### src/rtl/paula_floppy_pkg.sv
// Shared definitions for the Paula floppy DMA path: DSKLEN field positions
// and the DMA sequencer state encoding.
package paula_floppy_pkg;

  localparam int DSKLEN_DMAEN   = 15;
  localparam int DSKLEN_WRITE   = 14;
  localparam int DSKLEN_LEN_MSB = 13;

  typedef enum logic [2:0] {
    ST_IDLE  = 3'd0,
    ST_ARMED = 3'd1,
    ST_XFER  = 3'd2,
    ST_DRAIN = 3'd3,
    ST_DONE  = 3'd4
  } state_t;

endpackage

### src/rtl/paula_floppy_dma_ctrl.sv
// Disk DMA sequencer: DSKLEN double-write arming, word counting, FIFO
// read/write requests against Agnus slot grants, and DSKBLK pulse.
//
// state    | meaning
// ---------+------------------------------------------------------------
// ST_IDLE  | no transfer; first DSKLEN write with DMAEN arms
// ST_ARMED | one DMAEN write seen; second one starts the block
// ST_XFER  | moving words between FIFO and chip RAM
// ST_DRAIN | write mode, all words fetched; wait for disk to empty FIFO
// ST_DONE  | block complete; raise blkdone once and return to idle
module paula_floppy_dma_ctrl
  import paula_floppy_pkg::*;
#(
  parameter int LEN_W    = 14,
  parameter int CNT_W    = 12,
  parameter int WR_HIWAT = 2040
) (
  input  logic             clk,
  input  logic             reset_n,
  input  logic             clk7_en,
  input  logic             dsklen_wr,
  input  logic [15:0]      data_in,
  input  logic             dmaslot,
  input  logic             fifo_empty,
  input  logic             fifo_full,
  input  logic [CNT_W-1:0] fifo_cnt,
  output logic             dmareq,
  output logic             dma_dir,
  output logic             fifo_rd,
  output logic             fifo_wr,
  output logic             fifo_reset,
  output logic             dma_active,
  output logic             blkdone
);

  state_t           r_state;
  logic             r_dir;
  logic [LEN_W-1:0] r_wcnt;
  logic             r_fifo_reset;
  logic             r_blkdone;

  logic             w_dmaen;
  logic             w_write;
  logic [LEN_W-1:0] w_len;
  logic             w_xfer;
  logic             w_below_hiwat;
  logic             w_req;
  logic             w_take;

  assign w_dmaen       = data_in[DSKLEN_DMAEN];
  assign w_write       = data_in[DSKLEN_WRITE];
  assign w_len         = data_in[LEN_W-1:0];
  assign w_xfer        = (r_state == ST_XFER);
  assign w_below_hiwat = (fifo_cnt < CNT_W'(WR_HIWAT));

  // Request is a level; the grant only counts on an enabled cycle without a
  // competing register write, which always takes priority over the slot.
  assign w_req  = w_xfer & (r_dir ? (~fifo_full & w_below_hiwat) : ~fifo_empty);
  assign w_take = clk7_en & dmaslot & w_req & ~dsklen_wr;

  assign dmareq     = w_req;
  assign fifo_rd    = w_take & ~r_dir;
  assign fifo_wr    = w_take &  r_dir;
  assign dma_dir    = r_dir;
  assign fifo_reset = r_fifo_reset;
  assign blkdone    = r_blkdone;
  assign dma_active = (r_state == ST_XFER) | (r_state == ST_DRAIN);

  always_ff @(posedge clk or negedge reset_n) begin
    if (!reset_n) begin
      r_state      <= ST_IDLE;
      r_dir        <= 1'b0;
      r_wcnt       <= '0;
      r_fifo_reset <= 1'b0;
      r_blkdone    <= 1'b0;
    end else if (clk7_en) begin
      r_fifo_reset <= 1'b0;
      r_blkdone    <= 1'b0;
      if (dsklen_wr && !w_dmaen) begin
        r_state      <= ST_IDLE;
        r_fifo_reset <= 1'b1;
      end else begin
        case (r_state)
          ST_IDLE: begin
            if (dsklen_wr) begin
              r_dir   <= w_write;
              r_wcnt  <= w_len;
              r_state <= ST_ARMED;
            end
          end
          ST_ARMED: begin
            if (dsklen_wr) begin
              r_dir  <= w_write;
              r_wcnt <= w_len;
              if (w_len == '0) begin
                r_state <= ST_DONE;
              end else begin
                r_state      <= ST_XFER;
                r_fifo_reset <= 1'b1;
              end
            end
          end
          ST_XFER: begin
            if (w_take) begin
              if (r_wcnt != '0) r_wcnt <= r_wcnt - LEN_W'(1);
              if (r_wcnt == LEN_W'(1)) r_state <= r_dir ? ST_DRAIN : ST_DONE;
            end
          end
          ST_DRAIN: begin
            if (fifo_empty) r_state <= ST_DONE;
          end
          ST_DONE: begin
            r_blkdone <= 1'b1;
            r_state   <= ST_IDLE;
          end
          default: r_state <= ST_IDLE;
        endcase
      end
    end
  end

endmodule

### config.mk
export PLATFORM = sky130hd
export DESIGN_NAME = paula_floppy_dma_ctrl
export DESIGN_NICKNAME = d
export VERILOG_FILES = /design/src/rtl/paula_floppy_pkg.sv /design/src/rtl/paula_floppy_dma_ctrl.sv
export SDC_FILE = /design/constraint.sdc
export NUM_CORES = 1
export LEC_CHECK = 0
export ABC_AREA = 1
export CAP_MARGIN = 30
export CORE_MARGIN = 3
export CORE_UTILIZATION = 49
export CTS_CLUSTER_SIZE = 30
export DETAILED_ROUTE_END_ITERATION = 16
export PLACE_DENSITY_LB_ADDON = 0.2
export RECOVER_POWER = 100
export SYNTH_ARGS = -nofsm -noshare
export SYNTH_HDL_FRONTEND = slang
export SYNTH_SLANG_ARGS = --single-unit
### constraint.sdc
create_clock -name clk -period 1.95 [get_ports clk]
set_clock_uncertainty 0.05 [all_clocks]
set_input_delay 0.39 -clock clk [delete_from_list [all_inputs] [get_ports clk]]
set_output_delay 0.39 -clock clk [all_outputs]
set_load 0.01 [all_outputs]
# --- Word-level counts from Yosys, hierarchy flattened ---
# Index checks and enable logic that the tools add are counted.
classes:
  mux: 20
  addsub: 1
  eq_ne: 13
  bitwise_logic: 13
  n_reduce_logical: 10
  n_lt_le_gt_ge: 1
ops:
  columns: ["operator", "n"]
  rows:
  - ["two-way mux 14 bit", 3]
  - ["one-hot mux 14 bit (2 select lines)", 1]
  - ["two-way mux 3 bit", 8]
  - ["== test 14 x 1 -> 1 bit, second input constant", 1]
  - ["logical NOT 14 bit", 1]
  - ["nonzero test 14 bit", 1]
  - ["subtractor 14 x 1 -> 14 bit, second input constant", 1]
  - ["< comparator 12 x 11 -> 1 bit, second input constant", 1]
  - ["one-hot mux 3 bit (4 select lines)", 1]
  - ["AND reduction 6 bit", 2]
  - ["bitwise AND 1 bit", 7]
  - ["two-way mux 1 bit", 7]
  - ["== test 3 x 2 -> 1 bit, second input constant", 2]
  - ["!= test 2 x 1 -> 1 bit, second input constant", 3]
  - ["!= test 3 x 1 -> 1 bit, second input constant", 2]
  - ["!= test 3 bit, second input constant", 2]
  - ["NOT 1 bit", 5]
  - ["AND reduction 4 bit", 1]
  - ["== test 3 x 1 -> 1 bit, second input constant", 1]
  - ["== test 3 bit, second input constant", 1]
  - ["logical NOT 3 bit", 1]
  - ["!= test 3 x 2 -> 1 bit, second input constant", 1]
  - ["nonzero test 2 bit", 1]
  - ["OR reduction 2 bit", 1]
  - ["3 further kinds", 3]
word_totals:
  regBits: 20
  output_inout_bits: 7
  wordCells: 63

# --- Logic depth before layout (Yosys ltp) ---
logic_depth:
  depth_word: 9
  mapped_depth: 11
  ltp_nobuf: 11

# --- Worst setup path before layout ---
# Ideal clock, no wire load.
synth_path:
  path_type: "reg2reg"
  from: "reg r_wcnt[0]"
  to: "reg r_wcnt[4]"
  stages_incl_launch_ff: 12
  arrival_ps: 1474
  t_required_ps: 1783
  setup_slack_ps: 309
  cell_sequence: "dfrtp_1 inv_1 ha_1 nand2_2 clkinv_1 nand4_1 nand3_2 nand2_4 nand2_4 buf_6 nand2_1 nand2_1"
synth_via:
  elab_chain_len: 4
synth_rtl:
  columns: ["item", "line", "rtl"]
  rows:
  - ["start, declared", "paula_floppy_dma_ctrl.sv:38", "logic [LEN_W-1:0] r_wcnt;"]
  - ["start signal, assigned", "paula_floppy_dma_ctrl.sv:87", "r_wcnt <= w_len;"]
  - ["start signal, assigned", "paula_floppy_dma_ctrl.sv:94", "r_wcnt <= w_len;"]
  - ["start signal, assigned", "paula_floppy_dma_ctrl.sv:105", "if (r_wcnt != '0) r_wcnt <= r_wcnt - LEN_W'(1);"]
  - ["subtractor 14 x 1 -> 14 bit", "paula_floppy_dma_ctrl.sv:105", null]
  - ["two-way mux 14 bit", "paula_floppy_dma_ctrl.sv:105", null]
  - ["two-way mux 14 bit", "paula_floppy_dma_ctrl.sv:104", "if (w_take) begin"]
  - ["one-hot mux 14 bit (2 select lines)", "paula_floppy_dma_ctrl.sv:83", "case (r_state)"]
# Several ways; a longest one is shown, not always the timed one. The select of a mux whose other input is x is not followed.
# A chain may end at the register's enable or synchronous reset.

# --- Final worst setup path ---
layout_path:
  from: "reg r_state[2]"
  to: "out fifo_wr"
layout_via:
  elab_chain_len: 5
layout_rtl:
  columns: ["item", "line", "rtl"]
  rows:
  - ["start, declared", "paula_floppy_dma_ctrl.sv:36", "state_t r_state;"]
  - ["start signal, assigned", "paula_floppy_dma_ctrl.sv:106", "if (r_wcnt == LEN_W'(1)) r_state <= r_dir ? ST_DRAIN : ST_DONE;"]
  - ["== test 3 x 2 -> 1 bit", "paula_floppy_dma_ctrl.sv:53", "assign w_xfer = (r_state == ST_XFER);"]
  - ["bitwise AND 1 bit", "paula_floppy_dma_ctrl.sv:58", "assign w_req = w_xfer & (r_dir ? (~fifo_full & w_below_hiwat) : ~fifo_empty);"]
  - ["bitwise AND 1 bit (2 in a row)", "paula_floppy_dma_ctrl.sv:59", "assign w_take = clk7_en & dmaslot & w_req & ~dsklen_wr;"]
  - ["bitwise AND 1 bit", "paula_floppy_dma_ctrl.sv:63", "assign fifo_wr = w_take & r_dir;"]
  - ["end, declared", "paula_floppy_dma_ctrl.sv:30", "output logic fifo_wr,"]
# No other way between the ends.

==> flow_summary.ini <==
[outcome]
outcome = finished with violations
violations = negative setup slack

[logic_synthesis]
ys_seq_elements = 20
syn_nets = 303
synth_top_area_cell = dfrtp_1
netlist_top_cells_area = dfrtp_1 31%, nand2_1 22%, nand3_1 11%, nor2_1 8.5%, inv_1 4.8%
async_flop_share = 1.00
ys_types = 30
synth-edff-count = 0
yosysWarnings = 0
synth_top_cell_area_share = 0.306
ys_seq_area_frac = 0.306
synth.most_common_cell = nand2_1
syn_avg_cell_area_um2 = 6.15
synth.top_cells.by_count = 97 x nand2_1, 37 x nand3_1, 37 x nor2_1
syn-instance-count = 266
synth_ff_type = dfrtp_1
mappedNetlistArea_um2 = 1640

[die]
initial_core_util = 0.523
num_rows = 20
io_pins = 42
dieArea_um2 = 4070
coreArea_um2 = 3130
die_x_um = 63.8
die_y_um = 63.8

[placement]
numPortBuffers = 38
place_congestion = 0.912
post-dp-hpwl_mm = 3.33
placed_area_um2 = 2200

[timing]
tightest_slew_ns = 1.15
rsz0062_at_grt = true
setup_viol = 2
fin_crit_ns = 1.98
fmax_ghz = 0.506
fin_ws_ns = -0.0275
finalSetupTns_ns = -0.0361
slew_headroom = 0.236
hold-worst-slack_ns = 0.451
hold_violations = 0
finalMaxSlewViolations = 0
min_period_over_period = 1.01

[run]
max-cap-violations = 0

[routing]
wl_per_cell_um = 11.8
postRouteWirelength_mm = 4.44
vias = 1896
wl_met2_mm = 1.94
top_layer = met4
avgViaCountPerCell = 5.06
wl_met1_mm = 2.12
drc = 0
met3WireLength_um = 343
drt-pass1-iter-count = 4
drt-initial-drc-count = 105
antenna_left = 0

[setup_path]
crit_required_ns = 1.51
crit_chain = inv_2, nand3_4, nor2_4, nand3_2, nand2_2, nand2_2, nor2_2, buf_2
critical_path.max_stage_delay_ns = 0.42
crit_type = reg2out
reg2reg_slack_ns = 0.16
path_common_cell = nand2_2
arrival_ns = 1.54
crit_slowest_cell = dfrtp_1
critPathCaptureType = output port
startpoint_type = register
cp_max_fo = 4

[global_routing]
overflow = 0
grtUsageTotal = 0.228
antenna_found_initial = 0
grt_pass1_wl_mm = 7.54
grt_max_degree = 21
grt_pass1_vias = 1727

[clocking]
clk_latency_ns = 0.31
clkTransAtPathRegs_ns = 0.11
cts_max_level = 1
clockRootBuffer = clkbuf_4
clock-sinks = 20
cts_tree = built
clockBufferDepth = 2
cts_buffers = 3
cts_hold_buf = 0

[worst_hold_path]
hp-class = reg2reg

[power]
power.density_nw_per_um2 = 1280
ir_drop_mv = 0.716
p_leak_nw = 1.15

[finish]
drive_gt1_frac = 0.157
syn2layout_area_growth_pct = 39.3
diodes = 0
final_area_um2 = 2280
layout.nets = 370
[layout by cell type (no fill, tap or decap), drive strengths merged]
master / netlist / layout
nand2: 101 / 101
nand3: 39 / 39
nor2: 39 / 39
clkdlybuf4s50: 0 / 32
buf: 4 / 30
inv: 24 / 24
dfrtp: 20 / 20
o21ai: 13 / 13
a21oi: 8 / 8
clkbuf: 1 / 4
nor3: 4 / 4
nand3b: 2 / 2
nand4: 2 / 2
ha: 2 / 2
clkinv: 2 / 2
or2: 1 / 1
o41ai: 1 / 1
and2: 1 / 1
o21a: 1 / 1
xnor2: 1 / 1
dlymetal6s2s: 0 / 1
dlygate4sd3: 0 / 1
dlygate4sd2: 0 / 1
clkdlybuf4s15: 0 / 1
[state kept, by name, summed over array words and instances, names as in the netlist]
register / flops
dma_dir: 1
blkdone: 1
r_wcnt: 14
fifo_reset: 1
r_state: 3
[path summary, 6_finish.rpt]
check	from	to	depth (start not counted)
setup reg to reg	r_wcnt[1]	r_wcnt[13]	10
setup / recovery	r_state[2]	fifo_wr	8
hold reg to reg	fifo_reset	fifo_reset	2
min in group asynchronous	reset_n	r_wcnt[5]	2
max in group asynchronous	reset_n	r_wcnt[10]	2
hold / removal	fifo_reset	fifo_reset	2
[report_power, final]
part | switching (mW) | internal [mW] | total (mW)
Sequential | 0.200 | 0.599 | 0.799
Clock | 0.132 | 0.0723 | 0.205
Combinational | 1.11 | 0.793 | 1.90
Total | 1.44 | 1.46 | 2.91
[timing repair]
action                     in CTS  in global routing
gates resized for setup        12                  5
buffers inserted                2                  5
setup endpoints to repair       4                  3
pin swaps                       1                  7
[cell families after synthesis]
logic type	after synthesis	share of synthesized area
flops	20	0.306
buf+inv	31	0.0857
fa+ha+maj	2	0.0153
compound gates	23	0.0742
simple gates	189	0.513
xor+xnor	1	0.00536
[worst max-delay path, delay by kind of cell (launching register included)]
kind	cells	cell delay, ns
and+or+nand+nor	6	0.59
buffers and inverters	2	0.21
DFF	1	0.42
[through the flow]
step / total power [mW] / instances / worst slack, ns / utilization
2_1_floorplan: 2.01 / 266 / 0.309 / -
3_3_place_gp: 2.55 / 365 / -0.304 / 0.703
3_5_place_dp: 2.58 / 365 / -0.327 / 0.703
4_1_cts: 2.81 / 370 / 0.0238 / 0.713
5_1_grt: 3.20 / 375 / -0.100 / 0.728
6_report: 2.91 / 375 / -0.0275 / 0.728
[cell type report]
class,instances,area [um^2]
Multi-Input combinational cell,215,1010
Fill cell,279,850
Timing Repair Buffer,67,586
Sequential cell,20,500
Inverter,26,103
Tap cell,44,55.1
Clock buffer,3,22.5
[per-layer routing]
metal | up-vias | GRT usage
li1 | 978 | -
met4 | 0 | 0.0566
met1 | 848 | 0.313
met2 | 65 | 0.372
met5 | - | 0
met3 | 5 | 0.0422
Power figures use the tool's default switching activity.
